==> config.mk <==
export PLATFORM = sky130hd
export DESIGN_NAME = i2s_tx_mono_flat
export DESIGN_NICKNAME = d
export VERILOG_FILES = /design/src/rtl/i2s_tx_mono_if.sv /design/src/rtl/i2s_tx_mono.sv /design/src/flat_wrapper.sv
export SDC_FILE = /design/constraint.sdc
export NUM_CORES = 1
export LEC_CHECK = 0
export ABC_AREA = 1
export CAP_MARGIN = 30
export CORE_ASPECT_RATIO = 1.4
export CORE_MARGIN = 4
export CORE_UTILIZATION = 50
export CTS_BUF_LIST = sky130_fd_sc_hd__clkbuf_4 sky130_fd_sc_hd__clkbuf_8
export CTS_CLUSTER_SIZE = 14
export DETAILED_ROUTE_END_ITERATION = 6
export PLACE_DENSITY = 0.79
export SETUP_SLACK_MARGIN = 0.5
export SYNTH_ARGS = -nofsm -noshare
export SYNTH_HDL_FRONTEND = slang
export SYNTH_SLANG_ARGS = --single-unit
==> constraint.sdc <==
create_clock -name clk -period 8.8 [get_ports clk]
set_clock_uncertainty 0.2 [all_clocks]
set_input_delay 2.64 -clock clk [delete_from_list [all_inputs] [get_ports clk]]
set_output_delay 2.64 -clock clk [all_outputs]
set_load 0.02 [all_outputs]
==> src/rtl/i2s_tx_mono_if.sv <==
// Sample stream into the I2S transmitter and the serial DAC pins it drives.
// master = upstream sample source / pin observer, slave = transmitter.
interface i2s_tx_mono_if #(
  parameter int G_DWIDTH = 24
);
  logic signed [G_DWIDTH-1:0] din;
  logic                       din_valid;
  logic                       din_ready;
  logic                       i2s_bclk;
  logic                       i2s_lrclk;
  logic                       i2s_sdata;
  logic                       underflow;

  modport master (
    output din, din_valid,
    input  din_ready, i2s_bclk, i2s_lrclk, i2s_sdata, underflow
  );

  modport slave (
    input  din, din_valid,
    output din_ready, i2s_bclk, i2s_lrclk, i2s_sdata, underflow
  );
endinterface

==> src/rtl/i2s_tx_mono.sv <==
// Mono I2S transmitter: one accepted sample is sent MSB-first in both slots of a
// frame; bclk/lrclk come from an integer divider of clk.
module i2s_tx_mono #(
  parameter int G_DWIDTH     = 24,
  parameter int G_SLOT_WIDTH = 32,
  parameter int G_BCLK_DIV   = 4
) (
  input  logic clk,
  input  logic reset,
  input  logic enable,
  i2s_tx_mono_if.slave bus
);

  localparam int DIV_W = (G_BCLK_DIV > 1) ? $clog2(G_BCLK_DIV) : 1;
  localparam int CNT_W = $clog2(2 * G_SLOT_WIDTH);

  localparam logic [DIV_W-1:0] DIV_LAST = DIV_W'(G_BCLK_DIV - 1);
  localparam logic [CNT_W-1:0] BIT_LAST = CNT_W'(2 * G_SLOT_WIDTH - 1);
  localparam logic [CNT_W-1:0] SLOT_LEN = CNT_W'(G_SLOT_WIDTH);

  if (G_SLOT_WIDTH < G_DWIDTH + 1) begin : g_bad_slot
    $error("G_SLOT_WIDTH must be at least G_DWIDTH+1");
  end
  if (G_BCLK_DIV < 1) begin : g_bad_div
    $error("G_BCLK_DIV must be at least 1");
  end

  logic [DIV_W-1:0]           div_cnt;
  logic [CNT_W-1:0]           bit_cnt;
  logic                       bclk;
  logic                       lrclk;
  logic                       sdata;
  logic                       underflow;
  logic                       hold_full;
  logic signed [G_DWIDTH-1:0] hold_reg;
  logic signed [G_DWIDTH-1:0] frame_reg;

  logic                       wrap;
  logic                       fall;
  logic                       frame_start;
  logic                       xfer;
  logic [CNT_W-1:0]           bit_nxt;
  logic [CNT_W-1:0]           slot_pos;
  logic                       lr_nxt;
  logic                       sdata_nxt;

  // Slot position pos carries sample bit G_DWIDTH-pos for pos in 1..G_DWIDTH;
  // position 0 is the one-bclk I2S delay bit and the slot tail is zero-filled.
  function automatic logic slot_bit(input logic signed [G_DWIDTH-1:0] frame,
                                    input int pos);
    logic b;
    b = 1'b0;
    for (int i = 0; i < G_DWIDTH; i++) begin
      if (pos == G_DWIDTH - i) b = frame[i];
    end
    return b;
  endfunction

  always_comb begin
    wrap        = (div_cnt == DIV_LAST);
    fall        = wrap & bclk;
    bit_nxt     = (bit_cnt == BIT_LAST) ? '0 : bit_cnt + 1'b1;
    lr_nxt      = (bit_nxt >= SLOT_LEN);
    slot_pos    = lr_nxt ? (bit_nxt - SLOT_LEN) : bit_nxt;
    sdata_nxt   = slot_bit(frame_reg, int'(slot_pos));
    frame_start = fall & (bit_nxt == '0);
    xfer        = bus.din_valid & bus.din_ready;
  end

  // Stage: bit timing, frame sequencing and holding-register handshake
  always_ff @(posedge clk or posedge reset) begin
    if (reset) begin
      div_cnt   <= '0;
      bit_cnt   <= BIT_LAST;
      bclk      <= 1'b0;
      lrclk     <= 1'b0;
      sdata     <= 1'b0;
      underflow <= 1'b0;
      hold_full <= 1'b0;
      frame_reg <= '0;
    end else if (!enable) begin
      div_cnt   <= '0;
      bit_cnt   <= BIT_LAST;
      bclk      <= 1'b0;
      lrclk     <= 1'b0;
      sdata     <= 1'b0;
      underflow <= 1'b0;
      hold_full <= 1'b0;
      frame_reg <= '0;
    end else begin
      if (wrap) begin
        div_cnt <= '0;
        bclk    <= ~bclk;
      end else begin
        div_cnt <= div_cnt + 1'b1;
      end

      if (fall) begin
        bit_cnt <= bit_nxt;
        lrclk   <= lr_nxt;
        sdata   <= sdata_nxt;
      end

      underflow <= frame_start & ~hold_full;

      if (frame_start) begin
        frame_reg <= hold_full ? hold_reg : '0;
      end

      // A transfer implies the register was empty, so it never races a drain.
      if (frame_start && hold_full) begin
        hold_full <= 1'b0;
      end else if (xfer) begin
        hold_full <= 1'b1;
      end
    end
  end

  // Stage: sample capture (data only, qualified by the handshake)
  always_ff @(posedge clk) begin
    if (xfer) hold_reg <= bus.din;
  end

  assign bus.din_ready = ~hold_full & enable;
  assign bus.i2s_bclk  = bclk;
  assign bus.i2s_lrclk = lrclk;
  assign bus.i2s_sdata = sdata;
  assign bus.underflow = underflow;

endmodule

==> src/flat_wrapper.sv <==
// flat-port wrapper written by rule: the top's interface ports become plain ports
module i2s_tx_mono_flat 
#(
  parameter int G_DWIDTH     = 24,
  parameter int G_SLOT_WIDTH = 32,
  parameter int G_BCLK_DIV   = 4
)
  (clk, reset, enable, bus_din, bus_din_valid, bus_din_ready, bus_i2s_bclk, bus_i2s_lrclk, bus_i2s_sdata, bus_underflow);
  i2s_tx_mono_if #(.G_DWIDTH(G_DWIDTH)) bus_i ();
  input  logic clk;
  input  logic reset;
  input  logic enable;
  input wire logic [$bits(bus_i.din)-1:0] bus_din;
  input wire logic [$bits(bus_i.din_valid)-1:0] bus_din_valid;
  output wire logic [$bits(bus_i.din_ready)-1:0] bus_din_ready;
  output wire logic [$bits(bus_i.i2s_bclk)-1:0] bus_i2s_bclk;
  output wire logic [$bits(bus_i.i2s_lrclk)-1:0] bus_i2s_lrclk;
  output wire logic [$bits(bus_i.i2s_sdata)-1:0] bus_i2s_sdata;
  output wire logic [$bits(bus_i.underflow)-1:0] bus_underflow;
  assign bus_i.din = bus_din;
  assign bus_i.din_valid = bus_din_valid;
  assign bus_din_ready = bus_i.din_ready;
  assign bus_i2s_bclk = bus_i.i2s_bclk;
  assign bus_i2s_lrclk = bus_i.i2s_lrclk;
  assign bus_i2s_sdata = bus_i.i2s_sdata;
  assign bus_underflow = bus_i.underflow;
  i2s_tx_mono #(.G_DWIDTH(G_DWIDTH), .G_SLOT_WIDTH(G_SLOT_WIDTH), .G_BCLK_DIV(G_BCLK_DIV)) u_core (.clk(clk), .reset(reset), .enable(enable), .bus(bus_i));
endmodule
---- Word level (Yosys, flattened, before mapping) ----
Index checks and enable logic that the tools add are counted.
cells by class
  $add $sub $neg .......................... 3
  $lt $le $gt $ge ......................... 1
  equal/unequal tests ..................... 30
  multiplexer cells ....................... 43
  bitwise logic cells ..................... 7
  reduce and logical (&&, ||, !) cells .... 2
operators with widths
  kind                   number
  $mux W24               3
  $eq A6 B6 Y1 const B   10
  $eq A6 B5 Y1 const B   8
  $mux W1                34
  $eq A6 B4 Y1 const B   4
  $mux W6                4
  $eq A6 B3 Y1 const B   2
  $add A6 B1 Y6 const B  1
  $eq A6 B2 Y1 const B   1
  $ge A6 B6 Y1 const B   1
  $logic_not A6 Y1       1
  $ne A2 B1 Y1 const B   3
  $sub A6 B6 Y6 const B  1
  $and A1 B1 Y1          5
  $mux W2                2
  $ne A3 B1 Y1 const B   1
  $add A2 B1 Y2 const B  1
  $eq A2 B2 Y1 const B   1
  $not A1 Y1             2
  $logic_and A1 B1 Y1    1
storage, ports and cells
  register bits after elaboration ......... 61
  bits of input ports ..................... 28
  output and inout bits ................... 5
  word-level logic and storage cells ...... 95

---- Depth between registers and ports, before layout ----
Gate-level depths: netlist of the first run.
  depth after elaboration ................. 31
  depth in mapped cells ................... 33
  gate-level depth less buffers ........... 33

---- Worst setup path before layout of the first run ----
Ideal clock, no wire load.
  path kind ............................... in2out
  start point ............................. input port enable
  end point ............................... output port bus_din_ready
  data arrival time ....................... 3.366 ns
  required time ........................... 5.960 ns
  slack ................................... 2.594 ns
  stages on the path ...................... 3
  buffers on the path ..................... 1
  path through ............................ clkbuf_1 > inv_1 > nor2_1
between the ends
  cells in the longest elaborated chain, start to end .. 1
ends and longest elaborated chain
  element             line                source
  start: declaration  flat_wrapper.sv:12  input logic enable;
  $and A1 B1 Y1       i2s_tx_mono.sv:124  assign bus.din_ready = ~hold_full & enable;
  end: declaration    flat_wrapper.sv:15  output wire logic [$bits(bus_i.din_ready)-1:0] bus_din_ready;
Every way passes these cells.

---- Worst setup path after layout of the first run ----
Ends and elaborated chain as after synthesis.

==> metrics.cfg, run 1 <==
[routing]
wl_per_cell_um = 12.4
drt_first_iter_violations = 71
drc = 0
dr_total_vias = 2091
firstDrtPassIters = 4
antenna_left = 0
routed_via_density = 4.98
finalWirelength_um = 5200

[pwr]
power_switching_mw = 0.118
p_leak_nw = 1.61
pwr-share-seq_pct = 52.1
p_int_mw = 0.471
comb_power_share_pct = 5.7
pwr-share-clk_pct = 42.1
power.share.switching_pct = 20.0
powerDensity_nw_per_um2 = 173
peakVddDrop_v = 0.000118

[critical_path]
startpoint = enable
startpoint_type = input port
cp_num_cells = 5
cp_num_buf_inv = 4
cp-end-kind = primary output
critPathRequiredTime_ps = 5960
crit_arrival_ps = 4230
slowest_stage = clkdlybuf4s50_1
endpoint = bus_din_ready
r2r-end = u_core.frame_reg[6]
crit_type = in2out
max_stage_delay_ps = 630
r2r-start = u_core.bit_cnt[0]
path_delay_family = buffers and inverters
worstRegToRegCells = 10
cp_common_cell = clkdlybuf4s50_1
reg2reg_setup_slack_ps = 4870
cp_max_fo = 19
path_cells = clkdlybuf4s50_1, buf_4, inv_1, nor2_1, clkdlybuf4s50_1

[clocking]
cts.clk_slew.worst_paths_ps = 70
ctsHoldBuffers = 0
cts_setup_buffers = 0
cts_max_path_buffers = 2
cts.repair.resized = 0
cts_buffers = 9
insertion_delay_ps = 330
clock-sinks = 61
cts_root_buf = clkbuf_8
tritoncts = yes
cts_max_level = 3

[synthesis]
synth_nets = 342
postSynth.asyncResetShare_pct = 60.7
synthCells = 308
synthTopCellsByCount = 69 x inv_1, 56 x nand2_1, 31 x dfrtp_1
ys_seq_area_share_pct = 58.8
syn_area_um2 = 2810
ys_ff_latch = 61
synth_ff_type = dfrtp_1
netlist.area_leader.share_pct = 27.6
syn_area_per_cell_um2 = 9.14
synth_top_area_cell = dfrtp_1
synth_edf_count = 24
synthTopCellsByArea = dfrtp_1 28%, edfxtp_1 26%, inv_1 9.2%
ys_types = 25
ys_warn_count = 0
yosysMostFrequentCell = inv_1

[sta]
grt_setup_unrepaired = no
setup_violations = 0
final_hold_viol_count = 0
maxSlewViolCount = 0
finalCriticalPeriod_ps = 7070
max-slew-margin-rel_pct = 43.3
max_freq_mhz = 141
timing.final.crit_share_pct = 80.4
tightest_slew_ps = 850
fin_hold_ws_ps = 248
tns_ps = 0

[final_layout]
fin_nets = 381
area.growth.synth_to_final_pct = 21.1
drive_gt1_share_pct = 8.81
fin_area_um2 = 3410
antenna_cells = 0
fin_cells = 420
final_core_util_pct = 62.1

[place]
place_area_um2 = 3200
routabilityCongestion = 0.935
dp.cells = 404
dpl.hpwl_um = 3830
place.port_buffers = 32

[floorplanning]
die_y_um = 96.8
initial_core_util_pct = 51.3
die_w_um = 71.4
coreArea_um2 = 5490
row_count = 32
io_pins = 33
die-area_um2 = 6910

[global_route]
overflow = 0
grt_pass1_vias = 2178
antenna_found_initial = 0
grt_use_total_pct = 16.5
grt_max_degree = 38
grt_pass1_wl_um = 8980

[worst_hold_path]
hold_path.class = reg2reg

[outcome]
status = completed

[job]
maxCapViolations = 0

area by class of cell:
class	count	area, um2
fillers	458	2080
clock buffers	14	168
clock inverters	2	35.0
multi-input cells	170	863
well taps	68	85.1
inverters	71	267
flip-flops and latches	61	1650
repair buffers	34	335
how the worst min path moves through the flow:
stage,start,end,slack (ps),cells after the start
detailed placement,u_core.div_cnt[0],u_core.div_cnt[0],240,1
global route,u_core.div_cnt[0],u_core.div_cnt[0],260,1
floorplan,u_core.div_cnt[0],u_core.div_cnt[0],210,1
finish,u_core.div_cnt[0],u_core.div_cnt[0],250,1
global placement,u_core.div_cnt[0],u_core.div_cnt[0],220,1
CTS,u_core.div_cnt[0],u_core.div_cnt[0],250,1
metrics by stage:
stage,power [mW],setup WS [ps]
6_report,0.590,1730
3_3_place_gp,0.346,1770
3_5_place_dp,0.347,1720
2_1_floorplan,0.329,2590
5_1_grt,0.617,1620
4_1_cts,0.597,1720
metal layers:
metal,routed length (um),global-route usage (%)
met4,121,9.55
met1,2130,17.5
met5,0,0
met2,2730,28.4
met3,217,4.57
power by group through the flow:
| stage | clock network, mW | logic (mW) | registers, mW |
|---|---|---|---|
| after global placement | 0 | 0.0334 | 0.312 |
| after floorplan | 0 | 0.0163 | 0.312 |
| after global routing | 0.271 | 0.0382 | 0.308 |
| final | 0.248 | 0.0339 | 0.307 |
| after CTS | 0.256 | 0.0344 | 0.307 |
| after detailed placement | 0 | 0.0343 | 0.313 |
cell families (layout without fill, tap and decap cells):
kind of cell	after synthesis	in the layout	share of synthesized area, %
compound gates	47	47	9.38
xor+xnor	1	1	0.578
fa+ha+maj	6	6	2.67
buf+inv	77	121	10.5
flops	61	61	58.8
simple gates	116	116	18.1
cell usage in the layout (no fill, tap or decap), types with 2 or more instances in the layout:
cell and n:
ha_1 6, nor2_2 2, o21ai_0 23, clkdlybuf4s50_1 32
inv_1 69, edfxtp_1 24, inv_2 2, o22ai_1 12
dfstp_2 6, nor2_1 19, nand4_1 7, nand2_1 56
clkbuf_8 10, clkbuf_4 4, dfrtp_1 31, a22oi_1 3
nand3_1 26, a21oi_1 6, nor3_1 3, buf_4 2
(Power assumes the default switching activity.)
==> run 2, diff against run 1 <==
- PLACE_DENSITY: 0.79 -> 0.81
- clock period: 8.8 -> 6.2 ns (I/O delays scaled with it)
==> metrics.cfg, run 2 (same netlist as run 1, synthesis figures left out) <==
[floorplanning]
coreArea_um2 = 5490
die-area_um2 = 6910
io_pins = 33
die_y_um = 96.8
die_w_um = 71.4
row_count = 32
initial_core_util_pct = 51.3

[routing]
drc = 0
firstDrtPassIters = 4
drt_first_iter_violations = 77
dr_total_vias = 2091
wl_per_cell_um = 11.8
finalWirelength_um = 4960
routed_via_density = 4.97
antenna_left = 0

[critical_path]
reg2reg_setup_slack_ps = 2740
cp_common_cell = clkdlybuf4s50_1
crit_type = in2out
cp_num_buf_inv = 3
path_delay_family = buffers and inverters
critPathRequiredTime_ps = 4140
cp-end-kind = primary output
startpoint = enable
cp_max_fo = 6
max_stage_delay_ps = 620
path_cells = clkdlybuf4s50_1, inv_1, nor2_1, clkdlybuf4s50_1
slowest_stage = clkdlybuf4s50_1
crit_arrival_ps = 3190
r2r-start = u_core.bit_cnt[0]
startpoint_type = input port

[place]
dpl.hpwl_um = 3680
dp.cells = 405
dp_slack_ps = 947
routabilityCongestion = 0.926
place_area_um2 = 3210
place.port_buffers = 32

[pwr]
p_leak_nw = 1.60
powerDensity_nw_per_um2 = 239
power_mw = 0.811
peakVddDrop_v = 0.000202

[sta]
final_hold_viol_count = 0
tns_ps = 0
max-slew-margin-rel_pct = 44.6
timing.final.crit_share_pct = 84.7
grt_setup_unrepaired = no
setup_violations = 0
max_freq_mhz = 190
fin_ws_ps = 948
fin_hold_ws_ps = 239
maxSlewViolCount = 0
tightest_slew_ps = 830
finalCriticalPeriod_ps = 5250

[outcome]
status = completed

[final_layout]
area.growth.synth_to_final_pct = 20.7
fin_area_um2 = 3400
fin_nets = 382
mostFrequentLayoutCells = 69 x inv_1, 56 x nand2_1, 32 x clkdlybuf4s50_1, 31 x dfrtp_1, 26 x nand3_1
drive_gt1_share_pct = 8.22
fin_cells = 421
final_core_util_pct = 61.9
layout_commonest_cell = inv_1
antenna_cells = 0

[worst_hold_path]
hold_path.class = reg2reg
min_from = u_core.div_cnt[0]

[clocking]
cts_root_buf = clkbuf_8
cts_max_level = 3
insertion_delay_ps = 330
clock-sinks = 61
cts_setup_buffers = 0
tritoncts = yes
cts.repair.resized = 0
cts.clk_slew.worst_paths_ps = 70
cts_buffers = 9
cts_max_path_buffers = 2
ctsHoldBuffers = 0

[global_route]
grt_pass1_wl_um = 8870
overflow = 0
grt_pass1_vias = 2118
antenna_found_initial = 0
grt_use_total_pct = 16.4
grt_max_degree = 38

[job]
maxCapViolations = 0

## run 2: final cells by class
cell class | count | area [um2]
fill | 436 | 2090
sequential | 61 | 1650
multi-input combinational | 170 | 863
timing repair buffer | 35 | 343
inverter | 71 | 267
clock buffer | 10 | 131
tap | 68 | 85.1
clock inverter | 6 | 53.8
## run 2: final timing paths
path | end | depth (start not counted)
min in group asynchronous | u_core.bus.i2s_bclk | 3
max in group asynchronous | u_core.bit_cnt[3] | 3
max | bus_din_ready | 4
min | u_core.div_cnt[0] | 1
max reg2reg | u_core.bus.i2s_sdata | 28
min reg2reg | u_core.div_cnt[0] | 1
## run 2: report_power, final
part / total, mW / leakage [nW] / switching, mW / internal [mW]
Sequential: 0.436 / 0.715 / 0.00356 / 0.432
Clock: 0.327 / 0.0922 / 0.142 / 0.185
Combinational: 0.0480 / 0.794 / 0.0256 / 0.0225
Total: 0.811 / 1.60 / 0.171 / 0.640
## run 2: routing by layer
metal / vias to the layer above / global-route usage, % / routed length [um]
met3: 15 / 5.51 / 235
met2: 41 / 27.8 / 2600
met5: - / 0 / 0
li1: 1074 / - / -
met1: 961 / 17.6 / 1990
met4: 0 / 8.83 / 140
==> run 3, diff against run 2 <==
- PLACE_DENSITY: 0.81 -> 0.79
- clock period: 6.2 -> 5.1 ns (I/O delays scaled with it)
==> metrics.cfg, run 3 (same netlist as run 1, synthesis figures left out) <==
[outcome]
status = completed

[final_layout]
area.growth.synth_to_final_pct = 22.1
drive_gt1_share_pct = 9.07
layout_commonest_cell = inv_1
antenna_cells = 0
final_core_util_pct = 62.6
mostFrequentLayoutCells = 69 x inv_1, 56 x nand2_1, 31 x clkdlybuf4s50_1, 31 x dfrtp_1, 26 x nand3_1
fin_cells = 421
fin_nets = 382

[routing]
finalWirelength_um = 5140
routed_via_density = 4.97
wl_per_cell_um = 12.2
firstDrtPassIters = 4
drc = 0
drt_first_iter_violations = 115
dr_total_vias = 2091
antenna_left = 0

[critical_path]
critPathRequiredTime_ps = 3370
startpoint = enable
endpoint = bus_din_ready
worstRegToRegCells = 29
cp-end-kind = primary output
startpoint_type = input port
r2r-start = u_core.bit_cnt[0]
r2r-end = u_core.bus.i2s_sdata
cp_max_fo = 6
crit_arrival_ps = 2570
crit_type = in2out
reg2reg_setup_slack_ps = 1660

[sta]
maxSlewViolCount = 0
final_hold_viol_count = 0
setup_violations = 0
timing.final.crit_share_pct = 84.3
tns_ps = 0
finalCriticalPeriod_ps = 4300
max-slew-margin-rel_pct = 44.4
tightest_slew_ps = 834
max_freq_mhz = 232
grt_setup_unrepaired = no

[clocking]
cts_setup_buffers = 0
cts.repair.resized = 1
cts_max_path_buffers = 2
tritoncts = yes
insertion_delay_ps = 330
cts.clk_slew.worst_paths_ps = 70
clock-sinks = 61
cts_root_buf = clkbuf_8
cts_buffers = 9
cts_max_level = 3
ctsHoldBuffers = 0

[global_route]
grt_max_degree = 38
overflow = 0
antenna_found_initial = 0
grt_pass1_wl_um = 9070
grt_use_total_pct = 16.8
grt_pass1_vias = 2126

[place]
place.port_buffers = 32
dp.cells = 405
routabilityCongestion = 0.926
dpl.hpwl_um = 3870

[pwr]
powerDensity_nw_per_um2 = 310
peakVddDrop_v = 0.000214
p_leak_nw = 1.62

[floorplanning]
die_w_um = 71.4
coreArea_um2 = 5490
row_count = 32
die_y_um = 96.8
die-area_um2 = 6910
initial_core_util_pct = 51.3
io_pins = 33

[job]
maxCapViolations = 0

[worst_hold_path]
hold_path.class = reg2reg

-- run 3: metrics by stage --
stage	area, um2	setup WS [ps]	power (mW)	hold WS, ps
floorplan	2810	1110	0.567	210
detailed placement	3210	498	0.599	234
finish	3440	799	1.06	243
global placement	3210	521	0.597	219
global route	3440	695	1.10	274
CTS	3440	778	1.08	244
-- run 3: per-layer routing --
| layer | global-route usage [%] | routed length, um |
|---|---|---|
| met1 | 18.1 | 2080 |
| met2 | 29.7 | 2750 |
| met3 | 4.05 | 194 |
| met4 | 8.25 | 122 |
| met5 | 0 | 0 |
-- run 3: worst min-delay path by stage --
| stage | from | to | depth (start not counted) |
|---|---|---|---|
| 2_1_floorplan | u_core.div_cnt[0] | u_core.div_cnt[0] | 1 |
| 3_3_place_gp | u_core.div_cnt[0] | u_core.div_cnt[0] | 1 |
| 3_5_place_dp | u_core.div_cnt[0] | u_core.div_cnt[0] | 1 |
| 4_1_cts | u_core.div_cnt[0] | u_core.div_cnt[0] | 1 |
| 5_1_grt | u_core.div_cnt[0] | u_core.div_cnt[0] | 1 |
| 6_report | u_core.div_cnt[0] | u_core.div_cnt[0] | 1 |
-- run 3: critical path, cell delays in order --
cell             delay [ps]
clkdlybuf4s50_1         470
inv_1                   100
nor2_1                  130
dlygate4sd2_1           350
-- run 3: area by class of cell --
cell class              count  area (um2)
clock buffers              12         153
clock inverters             4        72.6
fillers                   452        2050
repair buffers             35         342
inverters                  71         267
multi-input cells         170         863
well taps                  68        85.1
flip-flops and latches     61        1650
-- run 3: report_power, final --
| part | internal [mW] | switching (mW) | leakage, nW | total (mW) |
|---|---|---|---|---|
| clock network | 0.299 | 0.177 | 0.113 | 0.476 |
| logic | 0.0268 | 0.0314 | 0.796 | 0.0582 |
| registers | 0.526 | 0.00431 | 0.715 | 0.530 |
